--- config.mk ---
export PLATFORM = sky130hd
export DESIGN_NAME = fifo_burst_reader_flat
export DESIGN_NICKNAME = d
export VERILOG_FILES = /design/src/rtl/fifo_rd_pkg.sv /design/src/rtl/fifo_burst_reader_if.sv /design/src/rtl/fifo_rd_out_stage.sv /design/src/rtl/fifo_burst_reader.sv /design/src/flat_wrapper.sv
export SDC_FILE = /design/constraint.sdc
export NUM_CORES = 1
export LEC_CHECK = 0
export BUFFER_PORTS_ARGS = -buffer_cell sky130_fd_sc_hd__buf_2
export CORE_ASPECT_RATIO = 1.2
export CORE_MARGIN = 2
export CORE_UTILIZATION = 40
export CTS_CLUSTER_DIAMETER = 100
export DETAILED_ROUTE_END_ITERATION = 10
export GPL_ROUTABILITY_DRIVEN = 0
export GPL_TIMING_DRIVEN = 0
export SETUP_SLACK_MARGIN = 0.15
export SLEW_MARGIN = 10
export SYNTH_ARGS = -nofsm -noshare
export SYNTH_HDL_FRONTEND = slang
export SYNTH_SLANG_ARGS = --single-unit
--- constraint.sdc ---
create_clock -name clk -period 3 [get_ports clk]
set_input_delay 0.15 -clock clk [delete_from_list [all_inputs] [get_ports clk]]
set_output_delay 0.15 -clock clk [all_outputs]
set_load 0.005 [all_outputs]
--- src/rtl/fifo_rd_pkg.sv ---
// Shared types and defaults for the FWFT FIFO burst reader.
package fifo_rd_pkg;

    localparam int DATA_W_DEF      = 32;
    localparam int LEN_W_DEF       = 16;
    localparam int TIMEOUT_CYC_DEF = 1024;

    typedef enum logic [1:0] {
        IDLE,
        RUN,
        DRAIN,
        DONE
    } rd_state_t;

    // Width of a counter that must reach timeout_cyc without wrapping.
    function automatic int stall_width(input int timeout_cyc);
        return $clog2(timeout_cyc + 1);
    endfunction

endpackage

--- src/rtl/fifo_burst_reader_if.sv ---
// FIFO read port plus valid/ready sink stream seen by the burst reader.
// The master side is the reader; the slave side is the FIFO and the sink.
interface fifo_burst_reader_if
    import fifo_rd_pkg::*;
#(
    parameter int DATA_W = DATA_W_DEF
);

    logic              fifo_empty;
    logic [DATA_W-1:0] fifo_dout;
    logic              fifo_rd_en;

    logic [DATA_W-1:0] m_data;
    logic              m_valid;
    logic              m_last;
    logic              m_ready;

    modport master (
        input  fifo_empty,
        input  fifo_dout,
        input  m_ready,
        output fifo_rd_en,
        output m_data,
        output m_valid,
        output m_last
    );

    modport slave (
        output fifo_empty,
        output fifo_dout,
        output m_ready,
        input  fifo_rd_en,
        input  m_data,
        input  m_valid,
        input  m_last
    );

endinterface

--- src/rtl/fifo_rd_out_stage.sv ---
// One-entry output register between the FIFO head and the sink.
// A load always wins; an accepted beat with no load empties the register.
module fifo_rd_out_stage
    import fifo_rd_pkg::*;
#(
    parameter int DATA_W = DATA_W_DEF
) (
    input  logic              clk,
    input  logic              rst,
    input  logic              load,
    input  logic [DATA_W-1:0] load_data,
    input  logic              load_last,
    input  logic              ready,
    output logic [DATA_W-1:0] data,
    output logic              valid,
    output logic              last
);

    // Capture a popped word, or retire the held word once the sink takes it.
    always_ff @(posedge clk) begin
        if (rst) begin
            data  <= '0;
            valid <= 1'b0;
            last  <= 1'b0;
        end else if (load) begin
            data  <= load_data;
            valid <= 1'b1;
            last  <= load_last;
        end else if (valid && ready) begin
            valid <= 1'b0;
            last  <= 1'b0;
        end
    end

endmodule

--- src/rtl/fifo_burst_reader.sv ---
// Burst reader: on start, pops burst_len words from an FWFT FIFO and forwards
// them to a valid/ready sink, tagging the final word. Tracks beats delivered
// and their running sum, and aborts the burst if the FIFO starves too long.
module fifo_burst_reader
    import fifo_rd_pkg::*;
#(
    parameter int DATA_W      = DATA_W_DEF,
    parameter int LEN_W       = LEN_W_DEF,
    parameter int TIMEOUT_CYC = TIMEOUT_CYC_DEF
) (
    input  logic                 clk,
    input  logic                 rst,
    input  logic                 start,
    input  logic [LEN_W-1:0]     burst_len,
    fifo_burst_reader_if.master  bus,
    output logic                 busy,
    output logic                 done,
    output logic                 timeout,
    output logic [LEN_W-1:0]     word_count,
    output logic [DATA_W-1:0]    data_sum
);

    localparam int               STALL_W     = stall_width(TIMEOUT_CYC);
    localparam logic [STALL_W-1:0] STALL_LIMIT = STALL_W'(TIMEOUT_CYC - 1);
    localparam logic [STALL_W-1:0] STALL_ONE   = STALL_W'(1);
    localparam logic [LEN_W-1:0]   LEN_ONE     = LEN_W'(1);

    rd_state_t          state;
    rd_state_t          next_state;
    logic [LEN_W-1:0]   remaining;
    logic [STALL_W-1:0] stall_cnt;
    logic               pop;
    logic               beat;
    logic               start_ok;
    logic               timeout_hit;
    logic [DATA_W-1:0]  out_data;
    logic               out_valid;
    logic               out_last;

    // Reset is folded into the pop strobe so a reset cycle never consumes a
    // word the reader is about to discard.
    assign pop  = !rst && (state == RUN) && !bus.fifo_empty &&
                  (remaining != '0) && (!out_valid || bus.m_ready);
    assign beat = out_valid && bus.m_ready;

    assign bus.fifo_rd_en = pop;
    assign bus.m_data     = out_data;
    assign bus.m_valid    = out_valid;
    assign bus.m_last     = out_last;

    fifo_rd_out_stage #(
        .DATA_W (DATA_W)
    ) u_out_stage (
        .clk       (clk),
        .rst       (rst),
        .load      (pop),
        .load_data (bus.fifo_dout),
        .load_last (remaining == LEN_ONE),
        .ready     (bus.m_ready),
        .data      (out_data),
        .valid     (out_valid),
        .last      (out_last)
    );

    // State register.
    always_ff @(posedge clk) begin
        if (rst) begin
            state <= IDLE;
        end else begin
            state <= next_state;
        end
    end

    // Next-state decode and state-derived status outputs.
    always_comb begin
        next_state  = state;
        busy        = 1'b0;
        done        = 1'b0;
        start_ok    = 1'b0;
        timeout_hit = 1'b0;
        case (state)
            IDLE: begin
                if (start) begin
                    start_ok   = 1'b1;
                    next_state = (burst_len != '0) ? RUN : DONE;
                end
            end
            RUN: begin
                busy = 1'b1;
                if (pop && (remaining == LEN_ONE)) begin
                    next_state = DRAIN;
                end else if (bus.fifo_empty && (stall_cnt == STALL_LIMIT)) begin
                    timeout_hit = 1'b1;
                    next_state  = DRAIN;
                end
            end
            DRAIN: begin
                busy = 1'b1;
                if (!out_valid || bus.m_ready) begin
                    next_state = DONE;
                end
            end
            DONE: begin
                done       = 1'b1;
                next_state = IDLE;
            end
            default: begin
                next_state = IDLE;
            end
        endcase
    end

    // Burst bookkeeping: words left to pop, beats delivered, sum, abort flag.
    always_ff @(posedge clk) begin
        if (rst) begin
            remaining  <= '0;
            word_count <= '0;
            data_sum   <= '0;
            timeout    <= 1'b0;
        end else if (start_ok) begin
            remaining  <= burst_len;
            word_count <= '0;
            data_sum   <= '0;
            timeout    <= 1'b0;
        end else begin
            if (pop) begin
                remaining <= remaining - LEN_ONE;
            end
            if (beat) begin
                word_count <= word_count + LEN_ONE;
                data_sum   <= data_sum + out_data;
            end
            if (timeout_hit) begin
                timeout <= 1'b1;
            end
        end
    end

    // Consecutive starved cycles while running; any pop restarts the count.
    always_ff @(posedge clk) begin
        if (rst) begin
            stall_cnt <= '0;
        end else if ((state != RUN) || pop) begin
            stall_cnt <= '0;
        end else if (bus.fifo_empty) begin
            stall_cnt <= stall_cnt + STALL_ONE;
        end
    end

endmodule

--- src/flat_wrapper.sv ---
// flat-port wrapper written by rule: the top's interface ports become plain ports
module fifo_burst_reader_flat import fifo_rd_pkg::*;
#(
    parameter int DATA_W      = DATA_W_DEF,
    parameter int LEN_W       = LEN_W_DEF,
    parameter int TIMEOUT_CYC = TIMEOUT_CYC_DEF
)
  (clk, rst, start, burst_len, busy, done, timeout, word_count, data_sum, bus_fifo_empty, bus_fifo_dout, bus_m_ready, bus_fifo_rd_en, bus_m_data, bus_m_valid, bus_m_last);
  fifo_burst_reader_if #(.DATA_W(DATA_W)) bus_i ();
  input  logic clk;
  input  logic rst;
  input  logic start;
  input  logic [LEN_W-1:0] burst_len;
  output logic busy;
  output logic done;
  output logic timeout;
  output logic [LEN_W-1:0] word_count;
  output logic [DATA_W-1:0] data_sum;
  input wire logic [$bits(bus_i.fifo_empty)-1:0] bus_fifo_empty;
  input wire logic [$bits(bus_i.fifo_dout)-1:0] bus_fifo_dout;
  input wire logic [$bits(bus_i.m_ready)-1:0] bus_m_ready;
  output wire logic [$bits(bus_i.fifo_rd_en)-1:0] bus_fifo_rd_en;
  output wire logic [$bits(bus_i.m_data)-1:0] bus_m_data;
  output wire logic [$bits(bus_i.m_valid)-1:0] bus_m_valid;
  output wire logic [$bits(bus_i.m_last)-1:0] bus_m_last;
  assign bus_i.fifo_empty = bus_fifo_empty;
  assign bus_i.fifo_dout = bus_fifo_dout;
  assign bus_i.m_ready = bus_m_ready;
  assign bus_fifo_rd_en = bus_i.fifo_rd_en;
  assign bus_m_data = bus_i.m_data;
  assign bus_m_valid = bus_i.m_valid;
  assign bus_m_last = bus_i.m_last;
  fifo_burst_reader #(.DATA_W(DATA_W), .LEN_W(LEN_W), .TIMEOUT_CYC(TIMEOUT_CYC)) u_core (.clk(clk), .rst(rst), .start(start), .burst_len(burst_len), .bus(bus_i), .busy(busy), .done(done), .timeout(timeout), .word_count(word_count), .data_sum(data_sum));
endmodule
# == Word level (Yosys, flattened, before mapping) ==
# Index checks and enable logic that the tools add are counted.
# totals
elab_cells,61
reg_bits,112
# classes
n_reduce_logical,21
eq_ne,9
add_sub_neg,4
mux,18
# op_table
op,count
32-bit adder,1
16-bit 2-to-1 mux,2
16-bit nonzero test,2
16-bit by 1-bit adder with 16-bit output (second input constant),1
16-bit by 1-bit == test with 1-bit output (second input constant),1
16-bit by 1-bit subtractor with 16-bit output (second input constant),1
11-bit by 1-bit adder with 11-bit output (second input constant),1
11-bit by 10-bit == test with 1-bit output (second input constant),1
1-bit 2-to-1 mux,10
2-bit 2-to-1 mux,5
2-bit case mux with 4 select lines,1
1-bit logical AND,7
2-bit OR reduction,3
2-bit == test (second input constant),2
2-bit by 1-bit inequality test with 1-bit output (second input constant),2
2-bit nonzero test,2
1-bit logical NOT,3
3-bit inequality test (second input constant),1
3-bit AND reduction,1
2-bit by 1-bit == test with 1-bit output (second input constant),1
2-bit logical NOT,1
1-bit logical OR,2
2-bit inequality test (second input constant),1

# == Logic depth before layout (Yosys ltp) ==
# depth
depth_word,8
mapped_depth,12
depth_no_buf,12

# == Cells and area by module ==
# Synthesis repeated with hierarchy kept, for this count alone.
# hier_totals
hier_cells,717
hier_area_um2,6173.4
# by_module_without_submodules
module,area_each_um2,cells_per_inst,instances
fifo_burst_reader,4931.0,604,1
fifo_rd_out_stage,1242.4,113,1

# == Worst setup path before layout ==
# Ideal clock, no wire load.
# synth_path
path_kind,reg2reg
from,register u_core.u_out_stage.data[0]
to,register u_core.data_sum[28]
arrival_ps,2692
required_ps,2937
slack_ps,245
path_buffers,0
path_stages_with_launch,13
synth_period_minus_slack_ps,2755
cell_sequence,dfxtp_1 > ha_1 > inv_1 > fa_1 > and2b_1 > o31ai_1 > a21oi_1 > o2111ai_1 > and2_1 > o41ai_2 > a221oi_1 > or4_1 > nand3_1
# synth_via
elab_chain_len,1
# synth_lines
element,line,rtl
from (decl),fifo_rd_out_stage.sv:14,"output logic [DATA_W-1:0] data,"
from (signal assigned),fifo_rd_out_stage.sv:26,data <= load_data;
32-bit adder,fifo_burst_reader.sv:131,data_sum <= data_sum + out_data;
to (signal assigned),fifo_burst_reader.sv:131,
to (decl),fifo_burst_reader.sv:20,output logic [DATA_W-1:0] data_sum
# No other way between the ends.
# A chain may end at the register's enable or synchronous reset.

# == Final worst setup path ==
# Same ends and word-level chain as after synthesis.

==> results by stage <==
Synth:
- Summing every instance area after synthesis gives 6250 um^2.
- In this run, synthesis inferred 0 flip-flops with an integrated enable.
- The post-synthesis cell type with the largest combined area is sky130_fd_sc_hd__dfxtp_1.
- The synthesized flop and latch total is 112.
- The most used flip-flop cell after synthesis is sky130_fd_sc_hd__dfxtp_1.
- The average size of a mapped cell is 8.03 um^2.
- The share of flip-flops with an asynchronous set or reset after synthesis is 0%.
- Sorting the synthesized cells by area gives the leading types as sky130_fd_sc_hd__dfxtp_1 (36%), sky130_fd_sc_hd__nand2_1 (9.1%), sky130_fd_sc_hd__ha_1 (8.2%).
- The top cell type's share of synthesized area is 35.9%.
- In this run, distinct cell masters in the synthesized netlist total 65.
- The post-synthesis instance total is 778.
- The Yosys warning count is 0.
- The number of nets produced by synthesis is 873.
- After synthesis, flip-flops and latches occupy 35.9% of the total area.

Clock tree:
- The CTS clock-pin slew for the worst setup and hold paths is 80 ps.
- The tree is rooted in a sky130_fd_sc_hd__clkbuf_16.
- The clock net in this run drives a total of 112 sinks.
- In this run, CTS created clock tree buffers numbering 9.
- The H-tree was split into 3 levels.
- The worst-case clock buffer depth is 2.
- The quantity of hold-fixing buffers added after cts is 0.
- For the worst-skew pair, the clock arrives at the later sink with an insertion delay of 360 ps.
- TritonCTS built the clock tree.

Detailed routing:
- The routed design has 17,100 um of wire.
- The first-pass detailed-route iteration total is 4.
- The number of DRC markers after the initial detailed-route iteration is 229.
- The remaining routing DRC violations is 0.
- The antenna violation net count after detailed routing is 0.
- For this block, the via count after detailed routing is 5,889.
- Using the TritonRoute via totals, the vias-per-cell ratio works out to 5.15.
- The routed length per instance is 15.0 um.

Worst setup path:
- The kind of cell with the highest combined delay on the critical path is simple AND/OR/NAND/NOR gates.
- Data arrives at the worst endpoint at 3080 ps.
- The worst register-to-register path has a setup slack of 220 ps.
- The capture instance of the worst register-to-register path is u_core.data_sum[28]$_SDFFE_PP0P_.
- The total stage count of the critical path is 12.
- The required time of the worst setup path is 3310 ps.
- For this run, the slowest stage of the critical path takes 420 ps.
- The capturing element type of the critical path is a flip-flop.
- The slowest stage of the critical path belongs to the cell sky130_fd_sc_hd__or4_1.
- The depth of the most critical reg-to-reg path is 12.
- The number of buffer and inverter instances along the worst setup path is 1.
- STA classifies the critical path startpoint as a flip-flop.
- Of all nets on the critical path, the largest fanout is 3.
- The critical path goes through ha_2, inv_1, fa_1, and2b_2, o31ai_2, a21oi_2, o2111ai_2, and2_4, o41ai_4, a221oi_1, or4_1, nand3_1.
- The reg-to-reg critical path startpoint is u_core.u_out_stage.data[0]$_SDFFE_PP0P_.
- The classification of the worst setup path is flip-flop to flip-flop.

STA:
- The number of pins exceeding their max-slew limit in the final report is 0.
- The clock period minus final worst setup slack is 2780 ps.
- Setup repair after global routing could not meet its margin everywhere.
- For the pin with the worst max-slew slack, the measured transition is 935 ps.
- The highest attainable clock frequency is 360 MHz.
- The hold slack is 19.4 ps.
- Setup total negative slack on the finished layout was measured at 0 ps.
- The number of hold-slack violations in the final timing report came to 0.
- The post-route fraction of the period consumed by the critical path is 92.6%.
- The worst slew margin relative to its limit is 37.7%.
- The final-report setup violation count is 0.
- Clock skew on the completed layout was measured at 9.33 ps.

GRT:
- After global routing the overflow that remains totals 0.
- The first global-routing pass estimated 27,500 um of wire.
- The number of antenna violations at the first check in global routing came to 0.
- The via count of the first global-routing pass is 5,493.
- Entering global routing, the biggest net connects 19 pins.
- The total routing resource utilization after global routing is 20.4%.

Floorplanning:
- The die covers 16,600 um^2.
- The core area is 15,500 um^2.
- The floorplan die width is 118 um.
- 139 I/O pins were placed.
- The floorplan has 50 rows.
- Measured along the y axis, the die boundary spans 141 um.
- Once the floorplan was initialized, standard cells occupied 40.5% of the core.

Placed design:
- The detailed placer's ending HPWL is 12,900 um.
- Input and output buffers added on the ports amount to 137.

Power:
- The leakage power figure is 3.26 nW.
- In this run the power density over the cells is 518 nW/um^2.
- Across the VDD grid, the largest voltage drop is 0.277 mV.

Layout:
- The fill cell total of the finished layout is 1,593.
- The sequential cell area is 2240 um^2.
- The area of the multi-input gates is 3860 um^2.
- The ratio of cells with drive above 1 in the final layout is 22.0%.
- The number of antenna diodes in the final layout is 0.
- The number of nets in the finished design is 1,025.
- The relative area change from synthesis to final layout is 22.2%.
- The library cells used most frequently in the layout, excluding fill and tap cells, are sky130_fd_sc_hd__nand2_1 (151), sky130_fd_sc_hd__buf_2 (147), sky130_fd_sc_hd__dfxtp_1 (110), sky130_fd_sc_hd__a21oi_1 (99), sky130_fd_sc_hd__nor2_1 (65).
- Leaving out fill and tap cells, the most frequent cell in the layout is sky130_fd_sc_hd__nand2_1.

Run:
- The number of max-cap violations is 0.

Run status:
- The run finished with clean final reports.

Min path:
- The worst hold path stage count is 3.
- For hold timing, the worst endpoint is u_core.u_out_stage.data[13]$_SDFFE_PP0P_.
- The tightest min-delay check is of the primary input to flip-flop type.
- The worst min-delay path startpoint is bus_fifo_dout[13].
what timing repair did:
action,in CTS,in global routing
pin swaps,3,4
gates resized for setup,5,20
setup buffers,3,1
setup endpoints to repair,6,10
endpoints found under the hold margin,0,0
tightest hold or removal path: stages:
cell                      delay (ps)
sky130_fd_sc_hd__buf_2            90
sky130_fd_sc_hd__nand2_1          40
sky130_fd_sc_hd__a21oi_1          50
power by group:
group	switching (mW)	internal [mW]
Sequential	0.120	1.60
Combinational	0.564	0.359
Clock	0.584	0.734
Total	1.27	2.69
how the worst max path moves through the flow:
stage	start	end	slack (ps)
final	u_core.u_out_stage.data[0]$_SDFFE_PP0P_	u_core.data_sum[28]$_SDFFE_PP0P_	220
after global routing	u_core.u_out_stage.data[0]$_SDFFE_PP0P_	u_core.data_sum[28]$_SDFFE_PP0P_	120
after CTS	u_core.u_out_stage.data[0]$_SDFFE_PP0P_	u_core.data_sum[28]$_SDFFE_PP0P_	100
after detailed placement	u_core.u_out_stage.data[0]$_SDFFE_PP0P_	u_core.data_sum[28]$_SDFFE_PP0P_	-260
after global placement	u_core.u_out_stage.data[0]$_SDFFE_PP0P_	u_core.data_sum[28]$_SDFFE_PP0P_	-260
after floorplan	u_core.u_out_stage.data[0]$_SDFFE_PP0P_	u_core.data_sum[28]$_SDFFE_PP0P_	240
state kept, by name (all words and copies together), names as in the netlist:
signal	flops
u_core.state	2
u_core.data_sum	32
u_core.stall_cnt	11
u_core.remaining	16
u_core.u_out_stage.data	32
u_core.word_count	16
u_core.u_out_stage.valid	1
u_core.u_out_stage.last	1
u_core.timeout	1
per-layer routing:
metal,global-route usage (%),vias up,routed length [um]
met5,0,-,0
met4,7.23,0,233
met3,3.44,16,866
met2,35.0,142,8350
met1,25.7,2708,7690
li1,-,3023,-
kinds of logic (layout without fill, tap and decap cells):
family,count (synthesis),in the layout,share of synthesized area [%]
xor+xnor,59,59,8.27
flops,112,112,35.9
fa+ha+maj,42,42,8.53
simple gates,315,315,23.6
compound gates,192,192,19.9
buf+inv,57,214,3.74
mux,1,1,0.160
area by class of cell:
class | count | share of cell area, %
well taps | 208 | 3.41
clock inverters | 7 | 1.26
plain buffers | 38 | 2.15
inverters | 19 | 0.934
multi-input cells | 609 | 50.5
flip-flops and latches | 112 | 29.4
repair buffers | 141 | 9.37
clock buffers | 9 | 2.95
metrics by stage:
stage	area, um^2	cells	worst slack, ps	util, %	total power [mW]
global route	7640	1143	121	49.4	4.18
CTS	7560	1142	103	48.9	3.98
detailed placement	7200	1123	-256	46.6	2.67
global placement	7200	1123	-263	46.6	2.67
finish	7640	1143	222	49.4	3.96
floorplan	6250	778	245	-	2.38
Yosys cell counts, types with 3 or more instances:
master	count
sky130_fd_sc_hd__nand2_1	151
sky130_fd_sc_hd__dfxtp_1	112
sky130_fd_sc_hd__a21oi_1	100
sky130_fd_sc_hd__nor2_1	66
sky130_fd_sc_hd__ha_1	41
sky130_fd_sc_hd__xnor2_1	31
sky130_fd_sc_hd__xor2_1	28
sky130_fd_sc_hd__clkbuf_1	25
sky130_fd_sc_hd__a211oi_1	20
sky130_fd_sc_hd__nand3_1	20
sky130_fd_sc_hd__inv_1	18
sky130_fd_sc_hd__o21ai_0	18
sky130_fd_sc_hd__a21o_1	13
sky130_fd_sc_hd__nor3_1	13
sky130_fd_sc_hd__and3_1	10
sky130_fd_sc_hd__buf_2	10
sky130_fd_sc_hd__nand4_1	10
sky130_fd_sc_hd__nor4_1	9
sky130_fd_sc_hd__nor2b_1	6
sky130_fd_sc_hd__or3_1	6
sky130_fd_sc_hd__o21bai_1	5
sky130_fd_sc_hd__nand2b_1	4
sky130_fd_sc_hd__nand4b_1	4
sky130_fd_sc_hd__a31oi_1	3
sky130_fd_sc_hd__and2_1	3
sky130_fd_sc_hd__o211ai_1	3
sky130_fd_sc_hd__o21ai_1	3
Note: power is estimated with default switching activity, not from simulation.
